===== config.mk =====
export PLATFORM = sky130hd
export DESIGN_NAME = rx_packet_ctrl
export DESIGN_NICKNAME = d
export VERILOG_FILES = /design/src/rtl/rx_packet_ctrl.sv
export SDC_FILE = /design/constraint.sdc
export NUM_CORES = 1
export LEC_CHECK = 0
export BUFFER_PORTS_ARGS = -buffer_cell sky130_fd_sc_hd__clkbuf_2
export CAP_MARGIN = 15
export CORE_AREA = 10 10 99 101
export CTS_CLUSTER_DIAMETER = 30
export DETAILED_ROUTE_END_ITERATION = 8
export DIE_AREA = 0 0 109 111
export PLACE_DENSITY = 0.75
export SLEW_MARGIN = 20
export SYNTH_ARGS = -nofsm -noshare
export SYNTH_HDL_FRONTEND = slang
export SYNTH_SLANG_ARGS = --single-unit

===== constraint.sdc =====
create_clock -name Clock -period 2.6 [get_ports Clock]
set_input_delay 0.13 -clock Clock [delete_from_list [all_inputs] [get_ports Clock]]
set_output_delay 0.13 -clock Clock [all_outputs]
set_load 0.01 [all_outputs]

===== src/rtl/rx_packet_ctrl.sv =====
// rx_packet_ctrl: receives a CRC(4) / LEN(2) / payload(LEN) packet and writes the payload to memory.
// Optional feature macro RX_CHECKSUM_EN: CHECK compares a 32-bit additive payload sum with the CRC field.
module rx_packet_ctrl #(
    parameter int ADDR_W      = 8,
    parameter int TIMEOUT_CYC = 20832
) (
    input  logic              Clock,
    input  logic              Reset,
    input  logic              START_RX,
    input  logic              ABORT,
    input  logic [7:0]        BYTE_IN,
    input  logic              BYTE_VALID,
    input  logic              PARITY_ERR,
    output logic              RTS,
    output logic              MEM_WE,
    output logic [ADDR_W-1:0] MEM_ADDR,
    output logic [7:0]        MEM_DATA,
    output logic              BUSY,
    output logic              DONE,
    output logic              ERROR,
    output logic [1:0]        ERR_CODE
);

    localparam int TMO_W = $clog2(TIMEOUT_CYC + 1);
    localparam int unsigned MAX_LEN = (ADDR_W >= 16) ? 32'd65536 : (32'd1 << ADDR_W);

    typedef enum logic [2:0] {
        IDLE, HDR_CRC, HDR_LEN, PAYLOAD, CHECK, FINISH, ERR
    } state_t;

    state_t            state_q, state_d;
    logic [1:0]        hdr_cnt_q, hdr_cnt_d;
    logic [15:0]       len_q, len_d;
    logic [15:0]       pay_cnt_q, pay_cnt_d;
    logic [TMO_W-1:0]  tmo_q, tmo_d;
    logic              rts_q, rts_d;
    logic              mem_we_q, mem_we_d;
    logic [ADDR_W-1:0] mem_addr_q, mem_addr_d;
    logic [7:0]        mem_data_q, mem_data_d;
    logic              busy_q, busy_d;
    logic              done_q, done_d;
    logic              error_q, error_d;
    logic [1:0]        err_code_q, err_code_d;
`ifdef RX_CHECKSUM_EN
    logic [31:0]       crc_q, crc_d;
    logic [31:0]       sum_q, sum_d;
`endif
    logic [15:0]       len_full;
    logic              active;

    always_comb begin
        state_d    = state_q;
        hdr_cnt_d  = hdr_cnt_q;
        len_d      = len_q;
        pay_cnt_d  = pay_cnt_q;
        tmo_d      = tmo_q;
        mem_we_d   = 1'b0;
        mem_addr_d = mem_addr_q;
        mem_data_d = mem_data_q;
        error_d    = error_q;
        err_code_d = err_code_q;
`ifdef RX_CHECKSUM_EN
        crc_d      = crc_q;
        sum_d      = sum_q;
`endif
        len_full   = {len_q[7:0], BYTE_IN};
        active     = (state_q == HDR_CRC) || (state_q == HDR_LEN) || (state_q == PAYLOAD);

        // ABORT outranks everything else in any non-idle state
        if (state_q != IDLE && ABORT) begin
            state_d = IDLE;
        end else if (state_q == IDLE) begin
            if (START_RX) begin
                state_d    = HDR_CRC;
                hdr_cnt_d  = '0;
                len_d      = '0;
                pay_cnt_d  = '0;
                tmo_d      = '0;
                error_d    = 1'b0;
                err_code_d = 2'd0;
`ifdef RX_CHECKSUM_EN
                crc_d      = '0;
                sum_d      = '0;
`endif
            end
        end else if (active) begin
            if (BYTE_VALID) begin
                tmo_d = '0;
                if (PARITY_ERR) begin
                    state_d    = ERR;
                    error_d    = 1'b1;
                    err_code_d = 2'd0;
                end else if (state_q == HDR_CRC) begin
`ifdef RX_CHECKSUM_EN
                    crc_d = {crc_q[23:0], BYTE_IN};
`endif
                    hdr_cnt_d = hdr_cnt_q + 2'd1;
                    if (hdr_cnt_q == 2'd3) begin
                        state_d   = HDR_LEN;
                        hdr_cnt_d = '0;
                    end
                end else if (state_q == HDR_LEN) begin
                    len_d     = len_full;
                    hdr_cnt_d = hdr_cnt_q + 2'd1;
                    if (hdr_cnt_q == 2'd1) begin
                        hdr_cnt_d = '0;
                        if (len_full == 16'd0) begin
                            state_d = CHECK;
                        end else if (32'(len_full) > MAX_LEN) begin
                            state_d    = ERR;
                            error_d    = 1'b1;
                            err_code_d = 2'd2;
                        end else begin
                            state_d = PAYLOAD;
                        end
                    end
                end else begin
                    mem_we_d   = 1'b1;
                    mem_addr_d = ADDR_W'(pay_cnt_q);
                    mem_data_d = BYTE_IN;
                    pay_cnt_d  = pay_cnt_q + 16'd1;
`ifdef RX_CHECKSUM_EN
                    sum_d = sum_q + 32'(BYTE_IN);
`endif
                    if (pay_cnt_q + 16'd1 == len_q) begin
                        state_d = CHECK;
                    end
                end
            end else if (tmo_q == TMO_W'(TIMEOUT_CYC - 1)) begin
                state_d    = ERR;
                error_d    = 1'b1;
                err_code_d = 2'd1;
            end else begin
                tmo_d = tmo_q + 1'b1;
            end
        end else begin
            case (state_q)
                CHECK: begin
`ifdef RX_CHECKSUM_EN
                    if (sum_q == crc_q) begin
                        state_d = FINISH;
                    end else begin
                        state_d    = ERR;
                        error_d    = 1'b1;
                        err_code_d = 2'd3;
                    end
`else
                    state_d = FINISH;
`endif
                end
                default: state_d = IDLE;
            endcase
        end

        // Status outputs are registered views of the next state
        rts_d  = (state_d == HDR_CRC) || (state_d == HDR_LEN) || (state_d == PAYLOAD);
        busy_d = (state_d != IDLE);
        done_d = (state_d == FINISH);
    end

    always_ff @(posedge Clock or posedge Reset) begin
        if (Reset) begin
            state_q    <= IDLE;
            hdr_cnt_q  <= '0;
            len_q      <= '0;
            pay_cnt_q  <= '0;
            tmo_q      <= '0;
            rts_q      <= 1'b0;
            mem_we_q   <= 1'b0;
            mem_addr_q <= '0;
            mem_data_q <= '0;
            busy_q     <= 1'b0;
            done_q     <= 1'b0;
            error_q    <= 1'b0;
            err_code_q <= 2'd0;
`ifdef RX_CHECKSUM_EN
            crc_q      <= '0;
            sum_q      <= '0;
`endif
        end else begin
            state_q    <= state_d;
            hdr_cnt_q  <= hdr_cnt_d;
            len_q      <= len_d;
            pay_cnt_q  <= pay_cnt_d;
            tmo_q      <= tmo_d;
            rts_q      <= rts_d;
            mem_we_q   <= mem_we_d;
            mem_addr_q <= mem_addr_d;
            mem_data_q <= mem_data_d;
            busy_q     <= busy_d;
            done_q     <= done_d;
            error_q    <= error_d;
            err_code_q <= err_code_d;
`ifdef RX_CHECKSUM_EN
            crc_q      <= crc_d;
            sum_q      <= sum_d;
`endif
        end
    end

    assign RTS      = rts_q;
    assign MEM_WE   = mem_we_q;
    assign MEM_ADDR = mem_addr_q;
    assign MEM_DATA = mem_data_q;
    assign BUSY     = busy_q;
    assign DONE     = done_q;
    assign ERROR    = error_q;
    assign ERR_CODE = err_code_q;

endmodule


# == Yosys cells after proc, flatten, opt, wreduce, memory -nomap -nowiden ==
# Cells that the tools add are included.
# word_totals
output_inout_bits,23
input_bits,14
register_bits,75
elab_cells,134
# op_classes
reduce_logical,20
order_cmp,1
n_bitwise,5
mux,70
eq_ne,22
n_addsub,3
# ops
op,count
two-way mux 16 bit,13
two-way mux 15 bit,5
two-way mux 3 bit,15
two-way mux 2 bit,19
AND reduction 7 bit,3
two-way mux 1 bit,18
adder 16 x 1 -> 16 bit (second input constant),1
== test 16 bit,1
greater-than comparator 16 x 9 -> 1 bit (second input constant),1
logical NOT 16 bit,1
adder 15 x 1 -> 15 bit (second input constant),1
== test 15 bit (second input constant),1
== test 3 x 2 -> 1 bit (second input constant),4
inequality test 4 x 1 -> 1 bit (second input constant),3
nonzero test 3 bit,4
AND reduction 9 bit,1
inequality test 4 bit (second input constant),2
== test 3 x 1 -> 1 bit (second input constant),2
== test 3 bit (second input constant),2
inequality test 2 bit (second input constant),3
AND reduction 6 bit,1
nonzero test 2 bit,3
NOT 1 bit,5
logical OR 1 bit,4
8 further kinds,8

# == Depth between registers and ports, before layout ==
# Gate-level depths: netlist of run 1.
# logic_depth
word_depth,14
mapped_depth,9
ltp_nobuf,9

# == Least setup slack after synthesis of run 1 ==
# OpenSTA, ideal clock, no wires.
# synth_timing
kind,reg-to-reg
from,register pay_cnt_q[0]
to,register rts_q (netlist: RTS)
required_time_ns,2.467
setup_time_ns,0.133
period_less_slack_ns,2.351
arrival_time_ns,2.218
path_stages_with_launch,10
n_path_buf,0
setup_slack_ns,0.249
cell_sequence,dfrtp_1 -> ha_1 -> nand3_2 -> or3_1 -> xnor2_1 -> nor4_1 -> nand4b_1 -> a211o_1 -> clkinv_1 -> a21oi_1
# synth_between
elab_chain_len,13
word_cells_on_any_way,15
cone_classes,add/sub (1); eq/ne (4); mux (8); reduce/logical (2)
# synth_rtl
element,line,source
"start, declared",34,"logic [15:0] pay_cnt_q, pay_cnt_d;"
"start signal, assigned",184,pay_cnt_q <= pay_cnt_d;
adder 16 x 1 -> 16 bit (*),125,if (pay_cnt_q + 16'd1 == len_q) begin
== test 16 bit (*),125,
two-way mux 3 bit (*),125,
two-way mux 3 bit (*),102,end else if (state_q == HDR_LEN) begin
two-way mux 3 bit (*),93,end else if (state_q == HDR_CRC) begin
two-way mux 3 bit (*),89,if (PARITY_ERR) begin
two-way mux 3 bit (*),87,if (BYTE_VALID) begin
two-way mux 3 bit (*),86,end else if (active) begin
two-way mux 3 bit (*),72,end else if (state_q == IDLE) begin
two-way mux 3 bit (*),70,if (state_q != IDLE && ABORT) begin
via state_d[2],31,"state_t state_q, state_d;"
== test 3 x 1 -> 1 bit or == test 3 x 2 -> 1 bit (tied branches),156,rts_d = (state_d == HDR_CRC) || (state_d == HDR_LEN) || (state_d == PAYLOAD);
logical OR 1 bit,156,
logical OR 1 bit (*),156,
via rts_d,36,"logic rts_q, rts_d;"
"end signal, assigned",186,rts_q <= rts_d;
"end, declared",36,
# Mark *: on every way through the listed nets, which the timed path passes. The rest lies on a longest branch.
# A chain may end at the register's enable or synchronous reset.

# == Worst setup path in the final report of run 1 ==
# layout_timing
from,register pay_cnt_q[1]
to,register busy_q (netlist: BUSY)
# layout_between
elab_chain_len,11
# layout_rtl
element,line,source
adder 16 x 1 -> 16 bit,125,
== test 16 bit,125,
two-way mux 3 bit,125,
two-way mux 3 bit,102,
two-way mux 3 bit,93,
two-way mux 3 bit,89,
two-way mux 3 bit,87,
two-way mux 3 bit,86,
two-way mux 3 bit,72,
two-way mux 3 bit,70,
nonzero test 3 bit,157,busy_d = (state_d != IDLE);
via busy_d,40,"logic busy_q, busy_d;"
"end signal, assigned",190,busy_q <= busy_d;
"end, declared",40,
# The timed path passes the listed nets, and every way through them passes these cells.

==> impl_metrics.tcl, run 1 <==
set metrics [dict create \
    status "finished clean" \
    hold_path_depth 3 \
    yosysWarningCount 0 \
    timing.rr.end "BUSY" \
    route.met3.wl_um 472 \
    finalHoldViolations 0 \
    drc_errors 0 \
    syn_avg_cell_area_um2 8.78 \
    grt_pass1_wl_um 16100 \
    drt-total-wl_um 9450 \
    grt_pass1_vias 3417 \
    htree_levels 3 \
    netSwitchingPower_mw 1.56 \
    clock_latency_ns 0.37 \
    synth_compound_area_share_pct 14.3 \
    numCtsBuffers 9 \
    critPathCaptureType "flop" \
    drtPass1Iterations 4 \
    worstSetupPathType "reg2reg" \
    drt_iter0_drc 173 \
    via_per_inst 5.63 \
    ir_worst_vdd_uv 510 \
    worstPathRequired_ns 2.84 \
    synth_cell_types 63 \
    synth_seq_area_share_pct 44.8 \
    r2r_cells 8 \
    hp-class "in2reg" \
    min_to "MEM_DATA[4]" \
    synth_top_family_by_area "simple AND/OR/NAND/NOR gates" \
    synthSimpleGateAreaFrac_pct 27.0 \
    r2r_setup_slack_ns 0.15 \
    drv_cap 0 \
    power.density_nw_per_um2 840 \
    synthAdderAreaFrac_pct 1.49 \
    tns_ns 0 \
    post-route-worst-setup-slack_ns 0.152 \
    track_usage_pct 16.3 \
    syn-instance-count 477 \
    nNetsFinal 538 \
    worst_pin_slew_ns 0.573 \
    synth_mux_area_share_pct 1.31 \
    clkPwrFrac_pct 22.6 \
    clock.fmax_mhz 408 \
    grt_max_degree 51 \
    netlist_area_um2 4190 \
    switching_share_pct 38.9 \
    slew_headroom_pct 61.7 \
    io_pins 37 \
    antenna_found_initial 0 \
    power_mw 4.00 \
    areaGrowthSynthToFinish_pct 13.8 \
    finalMaxSlewViolations 0 \
    top_layer_used "met4" \
    grt_overflow_total 0 \
    r2r-start "pay_cnt_q[1]" \
    die_w_um 109 \
    dr_wl_met2_um 4440 \
    internal_power_mw 2.44 \
    clk_pin_slew_ns 0.08 \
    startpoint_type "flop" \
    ys_ff_latch 75 \
    skew_ns 0.00640 \
    pre_cts_slack_ns 0.155 \
    p_leak_nw 2.22 \
    drtAntennaViolNets 0 \
    die_h_um 111 \
    syn_nets 496 \
    seqPwrFrac_pct 40.4 \
    cts.sinks 75 \
    core-area_um2 7970 \
    postSynth.asyncResetShare_pct 100 \
    drive_above_1_share_pct 16.5 \
    die-area_um2 12100 \
    gp_congestion 0.868 \
    vias 3528 \
    rows 33 \
    hold_path.startpoint "BYTE_IN[4]" \
    tritoncts "yes" \
    n_antenna_cell 0 \
    period_needed_ns 2.45 \
    ys.flop_type "dfrtp_1" \
    synth-xor-area-share_pct 6.69 \
    initial_utilization_pct 52.6 \
    clock_path_buffers 2 \
    p_comb_share_pct 37.0 \
    fin_crit_sh_pct 94.2 \
    cp_data_arrival_time_ns 2.68 \
    wl_per_cell_um 15.1 \
    io_buffers 36 \
    setup_violations 0 \
    hpwl_um 6750 \
    crit_fanout 6 \
    synth_edf_count 0 \
    clock_tree.root_cell "clkbuf_8" \
    wl_met1_um 4300 \
]
==> Yosys cell counts, drive strengths merged (5+ instances only) <==
cell | number | share of area (%)
nand3 | 16 | 2.3
xnor2 | 20 | 4.2
dfrtp | 75 | 45
nor3 | 13 | 1.7
o21ai | 52 | 6.3
nand2 | 106 | 9.5
nand2b | 5 | 0.75
buf | 10 | 1.6
inv | 15 | 1.3
clkbuf | 16 | 1.4
nor4 | 12 | 2.9
a21oi | 20 | 2.4
nor2 | 33 | 3.0
ha | 5 | 1.5
nand4 | 9 | 2.0
xor2 | 12 | 2.5
or3 | 6 | 0.90
==> worst max-delay path, cell delays in order, from the launching register on <==
cell and delay [ns]:
dfrtp_1 0.36, ha_1 0.26, nand3_2 0.19, or3_1 0.44, xnor2_1 0.16, nor4_2 0.31, nand4b_1 0.20, a22oi_1 0.28
nand3_1 0.11
==> layout make-up <==
| cell class | instances | area (µm²) |
|---|---|---|
| well taps | 105 | 131 |
| inverters | 16 | 60.1 |
| flip-flops and latches | 75 | 1880 |
| clock inverters | 4 | 51.3 |
| multi-input cells | 360 | 2140 |
| repair buffers | 57 | 368 |
| fillers | 706 | 3200 |
| clock buffers | 10 | 138 |
==> layout by cell type, fill, tap and decap left out, types with 12 or more instances in the layout <==
cell type  Yosys  routed
inv_1         15      14
nand3_1       14      14
nand2_1      106     106
xnor2_1       20      20
xor2_1        12      12
nor2_1        32      32
buf_4          4      13
a21oi_1       20      20
dfrtp_1       75      75
nor3_1        12      12
o21ai_0       48      48
clkbuf_2       0      36
==> per-layer routing <==
| layer | GRT usage, % | up-vias |
|---|---|---|
| met5 | 0 | - |
| met4 | 7.92 | 0 |
| met3 | 3.60 | 18 |
| met2 | 24.6 | 89 |
| met1 | 21.3 | 1695 |
| li1 | - | 1726 |
==> metrics by stage <==
stage,cell area [µm²],std cells,hold WS [ns],utilization (%)
floorplan,4190,477,0.235,-
global placement,4490,606,0.193,56.4
detailed placement,4490,606,0.200,56.4
CTS,4750,627,0.00108,59.6
global route,4770,627,0.0402,59.8
finish,4770,627,0.00932,59.8
==> logic make-up after synthesis <==
family	after synthesis
xor gates and xnor gates	32
buffers and inverters	42
DFF	75
and+or+nand+nor	221
muxes	5
AOI/OAI and AO/OA	97
adders and majority gates	5
==> sequential cells by signal (all words and copies together) (netlist names) <==
signal / flops
BUSY: 1
MEM_WE: 1
DONE: 1
tmo_q: 15
ERR_CODE: 2
MEM_ADDR: 8
pay_cnt_q: 16
MEM_DATA: 8
RTS: 1
state_q: 3
hdr_cnt_q: 2
ERROR: 1
len_q: 16
==> worst max-delay path by stage <==
stage	slack, ns	to	startpoint
after global placement	0.23	RTS	pay_cnt_q[0]
after detailed placement	0.15	RTS	pay_cnt_q[0]
after global routing	-0.004	BUSY	pay_cnt_q[0]
after CTS	0.11	RTS	pay_cnt_q[1]
final	0.15	BUSY	pay_cnt_q[1]
after floorplan	0.25	RTS	pay_cnt_q[0]
==> repair_timing <==
action | CTS | global route
endpoints found under the setup margin | 0 | 5
gates resized for setup | 0 | 3
buffers inserted | 0 | 0
endpoints found under the hold margin | 31 | 0
hold buffers | 7 | 0
==> power groups by stage <==
stage,Sequential [mW],Combinational [mW],Clock (mW)
2_1_floorplan,1.61,1.01,0
3_3_place_gp,1.62,1.42,0
3_5_place_dp,1.63,1.45,0
4_1_cts,1.62,1.47,0.928
5_1_grt,1.65,1.67,0.984
6_report,1.62,1.48,0.906
No activity file was read; power rests on OpenSTA's default activity.
==> run 2: changes to the inputs <==
--- a/config.mk
+++ b/config.mk
@@ -11,6 +11,7 @@
 export CTS_CLUSTER_DIAMETER = 30
 export DETAILED_ROUTE_END_ITERATION = 8
 export DIE_AREA = 0 0 109 111
+export GPL_TIMING_DRIVEN = 0
 export PLACE_DENSITY = 0.75
 export SLEW_MARGIN = 20
 export SYNTH_ARGS = -nofsm -noshare
==> constraint.sdc (replaced) <==
create_clock -name Clock -period 2.79 [get_ports Clock]
set_input_delay 0.1395 -clock Clock [delete_from_list [all_inputs] [get_ports Clock]]
set_output_delay 0.1395 -clock Clock [all_outputs]
set_load 0.01 [all_outputs]
==> impl_metrics.tcl, run 2 (same netlist as run 1, synthesis figures left out) <==
set metrics [dict create \
    antenna_found_initial 0 \
    drv_cap 0 \
    die_w_um 109 \
    vias 3597 \
    reg_top3 "len_q (16), pay_cnt_q (16), tmo_q (15)" \
    via_per_inst 5.64 \
    drive_above_1_share_pct 16.5 \
    clock_latency_ns 0.37 \
    wl_per_cell_um 15.3 \
    hold_path.startpoint "BYTE_IN[0]" \
    power_mw 3.78 \
    status "finished clean" \
    r2r_cells 9 \
    rows 33 \
    io_buffers 36 \
    tritoncts "yes" \
    final_area_um2 4790 \
    track_usage_pct 16.7 \
    clock_path_buffers 2 \
    clk_pin_slew_ns 0.09 \
    power.density_nw_per_um2 789 \
    nNetsFinal 547 \
    ir_worst_vdd_uv 492 \
    skew_ns 0.0142 \
    slowest_stage "dfrtp_1" \
    path_cells "ha_2 -> nand3_2 -> or3_1 -> xnor2_1 -> nor4_2 -> nand4b_1 -> a211o_1 -> clkinv_1 -> a21oi_1" \
    io_pins 37 \
    die_h_um 111 \
    crit_path_max_incr_delay_ns 0.48 \
    startpoint "pay_cnt_q[1]" \
    drt_iter0_drc 194 \
    timing.rr.end "RTS" \
    htree_levels 3 \
    die-area_um2 12100 \
    n_antenna_cell 0 \
    r2r-start "pay_cnt_q[1]" \
    slew_headroom_pct 61.3 \
    worst_setup_path_endpoint "RTS" \
    worstSetupPathType "reg2reg" \
    critPathCaptureType "flop" \
    cp_data_arrival_time_ns 2.92 \
    final_cell_mix "nand2_1, dfrtp_1, o21ai_0" \
    rsz0062_at_grt "no" \
    grt_pass1_wl_um 16700 \
    grt_pass1_vias 3537 \
    worst_pin_slew_ns 0.580 \
    drc_errors 0 \
    placed_area_um2 4520 \
    fin_crit_sh_pct 96.0 \
    worstPathRequired_ns 3.03 \
    r2r_setup_slack_ns 0.11 \
    period_needed_ns 2.68 \
    cts.sinks 75 \
    core-area_um2 7970 \
    clock.fmax_mhz 373 \
    grt_overflow_total 0 \
    areaGrowthSynthToFinish_pct 14.3 \
    numCtsBuffers 9 \
    crit_fanout 6 \
    finalMaxSlewViolations 0 \
    gp_congestion 0.871 \
    clock_tree.root_cell "clkbuf_8" \
    initial_utilization_pct 52.6 \
    finalHoldViolations 0 \
    setup_violations 0 \
    startpoint_type "flop" \
    hp-class "in2reg" \
    drt-total-wl_um 9760 \
    drtAntennaViolNets 0 \
    grt_max_degree 45 \
    p_leak_nw 2.21 \
    drtPass1Iterations 4 \
    hpwl_um 7040 \
    final_common_cell "nand2_1" \
    n_fill_cell 710 \
]
-- run 2: critical path: cells and delay by family (launching register included) --
| kind | cells | cell delay (ns) |
|---|---|---|
| flops | 1 | 0.48 |
| simple gates | 4 | 1.16 |
| fa+ha+maj | 1 | 0.30 |
| compound gates | 2 | 0.39 |
| xor+xnor | 1 | 0.16 |
| buf+inv | 1 | 0.07 |
-- run 2: layer usage --
metal	global-route usage, %	vias up	part of all wire [%]	routed length, µm
met5	0	-	0	0
met4	6.07	0	2.2	219
met3	4.48	22	5.2	507
met2	26.0	86	49	4750
met1	21.6	1744	44	4280
li1	-	1745	-	-
-- run 2: layout make-up --
type	instances	area, µm²	share of cell area [%]
multi-input combinational	360	2150	44.9
sequential	75	1880	39.2
timing repair buffer	40	230	4.81
tap	105	131	2.74
buffer	26	126	2.64
clock buffer	9	124	2.59
clock inverter	7	85.1	1.78
inverter	16	62.6	1.31
-- run 2: what timing repair did --
item,in CTS,in global routing
buffers inserted,0,0
setup endpoints to repair,5,6
gates resized for setup,1,7
hold buffers,3,0
hold endpoints to repair,33,0
-- run 2: worst min-delay path by stage --
stage,endpoint,slack (ns),cells after the start
floorplan,MEM_DATA[0],0.24,2
global placement,MEM_DATA[3],0.38,3
detailed placement,MEM_DATA[3],0.16,2
CTS,MEM_DATA[2],0.004,3
global route,MEM_DATA[3],0.005,3
finish,MEM_DATA[0],0.02,3
-- run 2: metrics by stage --
stage	worst slack (ns)	utilization (%)	hold WS (ns)	instances	setup TNS [ns]
detailed placement	0.0146	56.8	0.163	619	0
floorplan	0.439	-	0.245	477	0
global route	0.0109	60.1	0.00488	638	0
CTS	0.00689	59.8	0.00355	638	0
finish	0.112	60.1	0.0162	638	0
global placement	-0.142	56.5	0.376	618	-10.28
-- run 2: power breakdown --
part	internal (mW)	total [mW]	switching [mW]	leakage (nW)
sequential	1.30	1.49	0.191	1.02
clock	0.430	0.892	0.462	0.0999
combinational	0.517	1.39	0.875	1.10
total	2.25	3.78	1.53	2.21
